File: src/rtl/pixel_frame_writer.sv
// Streams RGB pixels from an AXI-Stream style input through a skid FIFO into a frame buffer.
// Optional upstream stall counter is enabled by defining PIXEL_FRAME_WRITER_STALL_COUNT_EN.
module pixel_frame_writer #(
    parameter  int H_RES      = 320,
    parameter  int V_RES      = 180,
    parameter  int FIFO_DEPTH = 4,
    localparam int ADDR_W     = $clog2(H_RES * V_RES)
) (
    input  logic              aclk,
    input  logic              areset,
    input  logic [23:0]       pixel_axis_tdata,
    input  logic              pixel_axis_tvalid,
    output logic              pixel_axis_tready,
    input  logic              frame_start,
    input  logic              fb_wr_ready,
    output logic              fb_we,
    output logic [ADDR_W-1:0] fb_addr,
    output logic [23:0]       fb_data,
    output logic              busy,
    output logic              frame_done,
    output logic [15:0]       stall_count
);

    localparam int TOTAL = H_RES * V_RES;
    localparam int CNT_W = $clog2(TOTAL + 1);
    localparam int PTR_W = $clog2(FIFO_DEPTH);

    typedef enum logic [1:0] {S_IDLE, S_ACTIVE, S_DRAIN, S_DONE} state_t;

    state_t             state_q, state_d;
    logic [CNT_W-1:0]   acc_q, acc_d;
    logic [ADDR_W-1:0]  widx_q, widx_d;
    logic [PTR_W-1:0]   rd_ptr_q, rd_ptr_d;
    logic [PTR_W-1:0]   wr_ptr_q, wr_ptr_d;
    logic [PTR_W:0]     occ_q, occ_d;
    logic [23:0]        mem_q [FIFO_DEPTH];
    logic [23:0]        mem_d [FIFO_DEPTH];
    logic               fifo_empty, fifo_full, push, pop;

    // Outputs decode registered state only, so fb_wr_ready never reaches tready.
    always_comb begin
        fifo_empty        = (occ_q == '0);
        fifo_full         = (occ_q == (PTR_W+1)'(FIFO_DEPTH));
        pixel_axis_tready = (state_q == S_ACTIVE) && !fifo_full;
        push              = pixel_axis_tvalid && pixel_axis_tready;
        fb_we             = !fifo_empty && fb_wr_ready;
        pop               = fb_we;
        fb_data           = fifo_empty ? 24'h0 : mem_q[rd_ptr_q];
        fb_addr           = widx_q;
        busy              = (state_q != S_IDLE);
        frame_done        = (state_q == S_DONE);
    end

    always_comb begin
        state_d  = state_q;
        acc_d    = acc_q;
        widx_d   = widx_q;
        rd_ptr_d = rd_ptr_q;
        wr_ptr_d = wr_ptr_q;
        occ_d    = occ_q;
        mem_d    = mem_q;

        if (push) begin
            mem_d[wr_ptr_q] = pixel_axis_tdata;
            wr_ptr_d        = wr_ptr_q + 1'b1;
        end
        if (pop) begin
            rd_ptr_d = rd_ptr_q + 1'b1;
            widx_d   = (widx_q == ADDR_W'(TOTAL - 1)) ? '0 : widx_q + 1'b1;
        end
        unique case ({push, pop})
            2'b10:   occ_d = occ_q + 1'b1;
            2'b01:   occ_d = occ_q - 1'b1;
            default: occ_d = occ_q;
        endcase

        unique case (state_q)
            S_IDLE: begin
                if (frame_start) begin
                    state_d = S_ACTIVE;
                    acc_d   = '0;
                    widx_d  = '0;
                end
            end
            S_ACTIVE: begin
                if (push) begin
                    acc_d = acc_q + 1'b1;
                    if (acc_q == CNT_W'(TOTAL - 1)) state_d = S_DRAIN;
                end
            end
            S_DRAIN: begin
                if (fifo_empty) state_d = S_DONE;
            end
            S_DONE: begin
                state_d = S_IDLE;
            end
            default: state_d = S_IDLE;
        endcase
    end

    always_ff @(posedge aclk or posedge areset) begin
        if (areset) begin
            state_q  <= S_IDLE;
            acc_q    <= '0;
            widx_q   <= '0;
            rd_ptr_q <= '0;
            wr_ptr_q <= '0;
            occ_q    <= '0;
            mem_q    <= '{default: '0};
        end else begin
            state_q  <= state_d;
            acc_q    <= acc_d;
            widx_q   <= widx_d;
            rd_ptr_q <= rd_ptr_d;
            wr_ptr_q <= wr_ptr_d;
            occ_q    <= occ_d;
            mem_q    <= mem_d;
        end
    end

`ifdef PIXEL_FRAME_WRITER_STALL_COUNT_EN
    logic [15:0] stall_q, stall_d;

    always_comb begin
        stall_d = stall_q;
        if (state_q == S_IDLE && frame_start)
            stall_d = '0;
        else if (busy && pixel_axis_tvalid && !pixel_axis_tready && stall_q != 16'hFFFF)
            stall_d = stall_q + 1'b1;
    end

    always_ff @(posedge aclk or posedge areset) begin
        if (areset) stall_q <= '0;
        else        stall_q <= stall_d;
    end

    assign stall_count = stall_q;
`else
    assign stall_count = 16'h0;
`endif

endmodule
File: config.mk
export PLATFORM = sky130hd
export DESIGN_NAME = pixel_frame_writer
export DESIGN_NICKNAME = d
export VERILOG_FILES = /design/src/rtl/pixel_frame_writer.sv
export SDC_FILE = /design/constraint.sdc
export NUM_CORES = 1
export LEC_CHECK = 0
export ABC_CLOCK_PERIOD_IN_PS = 8600
export BUFFER_PORTS_ARGS = -buffer_cell sky130_fd_sc_hd__buf_4
export CORE_MARGIN = 1.5
export CORE_UTILIZATION = 50
export DETAILED_ROUTE_END_ITERATION = 8
export PLACE_DENSITY_LB_ADDON = 0.08
export SYNTH_ARGS = -nofsm -noshare
export SYNTH_HDL_FRONTEND = slang
export SYNTH_SLANG_ARGS = --single-unit
File: constraint.sdc
create_clock -name aclk -period 8.6 [get_ports aclk]
set_input_delay 0.43 -clock aclk [delete_from_list [all_inputs] [get_ports aclk]]
set_output_delay 0.43 -clock aclk [all_outputs]
set_load 0.02 [all_outputs]
# [Yosys cells after proc, flatten, opt, wreduce, memory -nomap -nowiden]
# Index checks and enable logic that the tools add are counted.
[totals] reg_bits=137 in_bits=29 output_inout_bits=60 wordCells=66
[op_classes] n_addsub=6 n_lt_le_gt_ge=3 n_eq_ne=12 n_mux=20 bitwise_logic=2 n_reduce_logical=13
[op_table] cell="$bwmux 96" count=1
[op_table] cell="$mux 16" count=6
[op_table] cell="$mux 24" count=4
[op_table] cell="$bmux 24 s2" count=1
[op_table] cell="$demux 24 s2" count=1
[op_table] cell="$add 16x1->16 const B" count=2
[op_table] cell="$eq 16x16->1 const B" count=2
[op_table] cell="$pmux 16 s2" count=1
[op_table] cell="$mux 2" count=4
[op_table] cell="$pmux 2 s4" count=1
[op_table] cell="$eq 2x2->1 const B" count=3
[op_table] cell="$ge 3x3->1 const B" count=2
[op_table] cell="$ne 2x2->1 const B" count=3
[op_table] cell="$not 2->3" count=2
[op_table] cell="$pmux 3 s2" count=1
[op_table] cell="$reduce_bool 2->1" count=3
[op_table] cell="$add 2x1->2 const B" count=2
[op_table] cell="$eq 2x1->1 const B" count=2
[op_table] cell="$logic_and 1x1->1" count=4
[op_table] cell="$reduce_and 4->1" count=1
[op_table] cell="$add 3x1->3 const B" count=1
[op_table] cell="$eq 3x3->1 const B" count=1
[op_table] cell="$logic_not 3->1" count=1
[op_table] cell="$lt 3x1->1 const B" count=1
[op_table] cell="5 further kinds" count=6

# [Logic depth before layout (Yosys ltp)]
[depth] ltp_word=6 mapped_depth=12 mapped_depth_nobuf=11

# [Least setup slack after synthesis]
# Ideal clock, no wire load.
[synth_timing] path_kind="register to register" startpoint="register occ_q[0]" endpoint="register occ_q[1]" setup_ns=0.083 arrival_time_ns=2.100 required_time_ns=8.517 setup_slack_ns=6.417 stages_incl_launch_ff=8 n_path_buf=1 synth_period_minus_slack_ns=2.183 path_cell_list="dfrtp_1 > o31ai_1 > clkbuf_1 > inv_1 > ha_1 > inv_1 > fa_1 > o21ai_0"
[synth_via] word_cells_on_any_way=13 cone_classes="add/sub (2); eq/ne (3); mux (1); reduce/logical (7)"
[synth_lines] item="start, declared" line_no="35" rtl="logic [PTR_W:0] occ_q, occ_d;"
[synth_lines] item="start signal, assigned" line_no="108" rtl="occ_q <= '0;"
[synth_lines] item="start signal, assigned" line_no="116" rtl="occ_q <= occ_d;"
[synth_lines] item="$logic_not 3->1 (*)" line_no="42" rtl="fifo_empty = (occ_q == '0);"
[synth_lines] item="$logic_not 1->1 (*)" line_no="46" rtl="fb_we = !fifo_empty && fb_wr_ready;"
[synth_lines] item="$logic_and 1x1->1 (*)" line_no="46"
[synth_lines] item="named net fb_we" line_no="16" rtl="output logic fb_we,"
[synth_lines] item="$eq 2x1->1 / $eq 2x2->1 (equally long branches)" line_no="71" rtl="unique case ({push, pop})"
[synth_lines] item="$pmux 3 s2 / $reduce_bool 2->1 (equally long branches)"
# The timed path passes the listed nets; every way through them passes the cells marked *.
# A chain may end at the register's enable or synchronous reset.

# [Worst setup path after layout]
[layout_timing] startpoint="register state_q[1]" endpoint="register mem_q[78] (netlist name)"
[layout_via] elab_chain_len=3
[layout_rtl] item="start, declared" line_no="30" rtl="state_t state_q, state_d;"
[layout_rtl] item="start signal, assigned" line_no="111" rtl="state_q <= state_d;"
[layout_rtl] item="$eq 2x1->1" line_no="44" rtl="pixel_axis_tready = (state_q == S_ACTIVE) && !fifo_full;"
[layout_rtl] item="$logic_and 1x1->1" line_no="44"
[layout_rtl] item="$logic_and 1x1->1" line_no="45" rtl="push = pixel_axis_tvalid && pixel_axis_tready;"
[layout_rtl] item="end signal, assigned" line_no="117" rtl="mem_q <= mem_d;"
[layout_rtl] item="end, declared" line_no="36" rtl="logic [23:0] mem_q [FIFO_DEPTH];"
# Every way passes these cells.

==> metrics <==
CP bufs+invs=1; Die Width=120 um; largest net degree at the start of global routing=77; FFs w/ async S/R, synth=1.00; P_leak=3.55 nW; DRT Wirelength=between 10000 and 15000 um; Top delay family on crit path=simple AND/OR/NAND/NOR gates; grt ovf=0; crit path launch type=flop; die area=14400 um2; vias in the first global route=about 4400; area delta synth->final=18.4%; critical path, cell by cell=inv_1, ha_1, nand2_1, nor2_1, nand2_1, mux2_2; clk buf depth=2; DRT Pass-1 Iters=4; die height=120 um; vias per inst=around 5.5; CP Capture Type=flop; CTS root buf=clkbuf_16; RSZ-0062 raised after global routing=no; run status=finished clean; DR DRC count=0; Post-synth top flop=dfrtp_1; Final Setup Violations=0; Clock Pin Slew Worst Setup and Hold Paths=0.06 ns; slack of the worst reg-to-reg path=5.49 ns; CP arrival=3.41 ns; CP required=between 8 and 9 ns; layout cells sized above 1=0.387; Final Max Tran Viols=0; Fin Setup TNS=0 ns; clk_lat worst skew=approximately 0.42 ns; Hold Vio Cnt, Final=0; Post-Syn Area per Cell=around 13 um2; Crit. Startpoint=state_q[1]$_DFFE_PP0P_; crit-path max FO=24; Synth warnings=0; Slew HR=0.169; # clock sinks=137; EDFF count, synth=0; first-pass GRT wire length=22900 um; antenna violations before repair=0; htree depth=4; fin crit period=3.11 ns; mapped cell area=6820 um2; actual slew at the worst max-slew pin=1.24 ns; Post-CTS Setup Bufs=0; most frequent cells in the layout=dfrtp_1, mux2_2, buf_4; max frequency=321 MHz; DR WL/cell=17.3 um; # fillers=1045; slowest CP cell=nand2_1; gpl congestion=0.835; Place WS=between 5 and 6 ns; PostCTS Resize Cnt=0; sequential share of the synthesized area=0.502; CTS tree=yes; Initial Util=0.513; post-route ant nets=0; Post-layout nets=approximately 650; core area=13300 um2; slack of the critical path=5.49 ns; Max rail drop VDD=257 uV; via count=4398; most common cell after layout, fill and taps aside=dfrtp_1; Cells after Synth=between 500 and 600; period utilization=0.362; CP most frequent cell=nand2_1; Buffers on Ports=72; GRT Total Usage=0.208; #FFs+latches synth=137; Max Cap Viol=0; post-synthesis cell type count=55; HP Class=in -> async; DRT iter0 DRCs=206; Worst Skew=~0.0084 ns; cell area power density=396 nW/um2; ANT cells=0; Worst path max stage delay=0.89 ns; Setup CP Type=reg -> reg; row cnt=between 40 and 50; detailed-placement wirelength estimate=8650 um; RR Startpoint=state_q[1]$_DFFE_PP0P_; Post-CTS Hold Buffers=0; TritonCTS buffer count=17; Top Ports=just under 90
==> cell type report <==
class,instances,area [um2],share of cell area
flip-flops and latches,137,3430,0.424
multi-input cells,356,3140,0.388
repair buffers,78,586,0.0725
clock buffers,17,425,0.0526
clock inverters,15,224,0.0277
well taps,176,220,0.0272
inverters,15,61.3,0.00759
==> metal layers <==
| layer | wire (um) | up-vias | track usage | share of wire |
|---|---|---|---|---|
| met5 | 0 | - | 0 | 0 |
| met4 | 155 | 0 | 0.0677 | 0.011 |
| met3 | 555 | 14 | 0.0513 | 0.040 |
| met2 | 6720 | 94 | 0.335 | 0.49 |
| met1 | 6300 | 2232 | 0.279 | 0.46 |
| li1 | - | 2058 | - | - |
==> metrics by stage <==
step	area, um2	cells	hold slack (ns)	utilization	power (W)
2_1_floorplan	6880	548	0.474	-	0.00201
3_3_place_gp	7430	762	0.482	0.559	0.00238
3_5_place_dp	7430	762	0.487	0.559	0.00242
4_1_cts	8080	794	0.152	0.608	0.00324
5_1_grt	8080	794	0.187	0.608	0.00339
6_report	8080	794	0.132	0.608	0.00320
==> state kept, by name (all words and copies together) (netlist names) <==
name / cells
mem_q: 96
acc_q: 16
fb_addr: 16
occ_q: 3
rd_ptr_q: 2
state_q: 2
wr_ptr_q: 2
==> worst register-to-register path, cell delays in order (launching register included) <==
cell and delay, ns:
dfrtp_1 0.41, inv_1 0.09, ha_1 0.37, nand2_1 0.13, nor2_1 0.52, nand2_1 0.90, mux2_2 0.59
==> logic make-up after synthesis <==
logic type | Yosys count | synth area share
compound gates | 49 | 0.0479
xor+xnor | 15 | 0.0193
fa+ha+maj | 12 | 0.0231
buf+inv | 55 | 0.0462
flops | 137 | 0.502
mux | 126 | 0.247
other cells | 1 | 0.000550
simple gates | 138 | 0.114
==> path summary, 6_finish.rpt <==
check,endpoint,depth (start not counted)
setup / recovery,mem_q[78]$_DFFE_PP0P_,6
max in group asynchronous,rd_ptr_q[0]$_DFFE_PP0N_,3
setup reg to reg,mem_q[78]$_DFFE_PP0P_,6
hold reg to reg,mem_q[22]$_DFFE_PP0P_,1
min in group aclk,fb_addr[2]$_DFF_PP0_,2
hold / removal,mem_q[48]$_DFFE_PP0P_,2
==> power by group <==
group          total [W]  leakage, nW  switching [W]  internal [W]
clock network   0.000798        0.314       0.000282      0.000515
registers        0.00113         1.65       0.000202      0.000923
logic            0.00128         1.58       0.000567      0.000709
total            0.00320         3.55        0.00105       0.00215
==> cell usage after synthesis (4+ instances only) <==
library cell / count / area (um2)
inv_1: 15 / 56.3
buf_2: 9 / 45.0
xor2_1: 4 / 35.0
ha_1: 11 / 138
or3_1: 8 / 50.1
mux2i_1: 5 / 50.1
o31ai_1: 6 / 45.0
mux2_2: 96 / 1080
and2_1: 25 / 156
buf_4: 22 / 165
clkbuf_1: 6 / 22.5
a21oi_1: 15 / 75.1
nand4_1: 10 / 62.6
or4_1: 5 / 37.5
dfrtp_1: 137 / 3430
nor2_1: 18 / 67.6
xnor2_1: 11 / 96.3
nor3_1: 4 / 20.0
nand2_1: 32 / 120
mux4_2: 24 / 541
nand2b_1: 6 / 37.5
nand3_1: 6 / 30.0
o21ai_0: 12 / 60.1
Power figures use the tool's default switching activity.
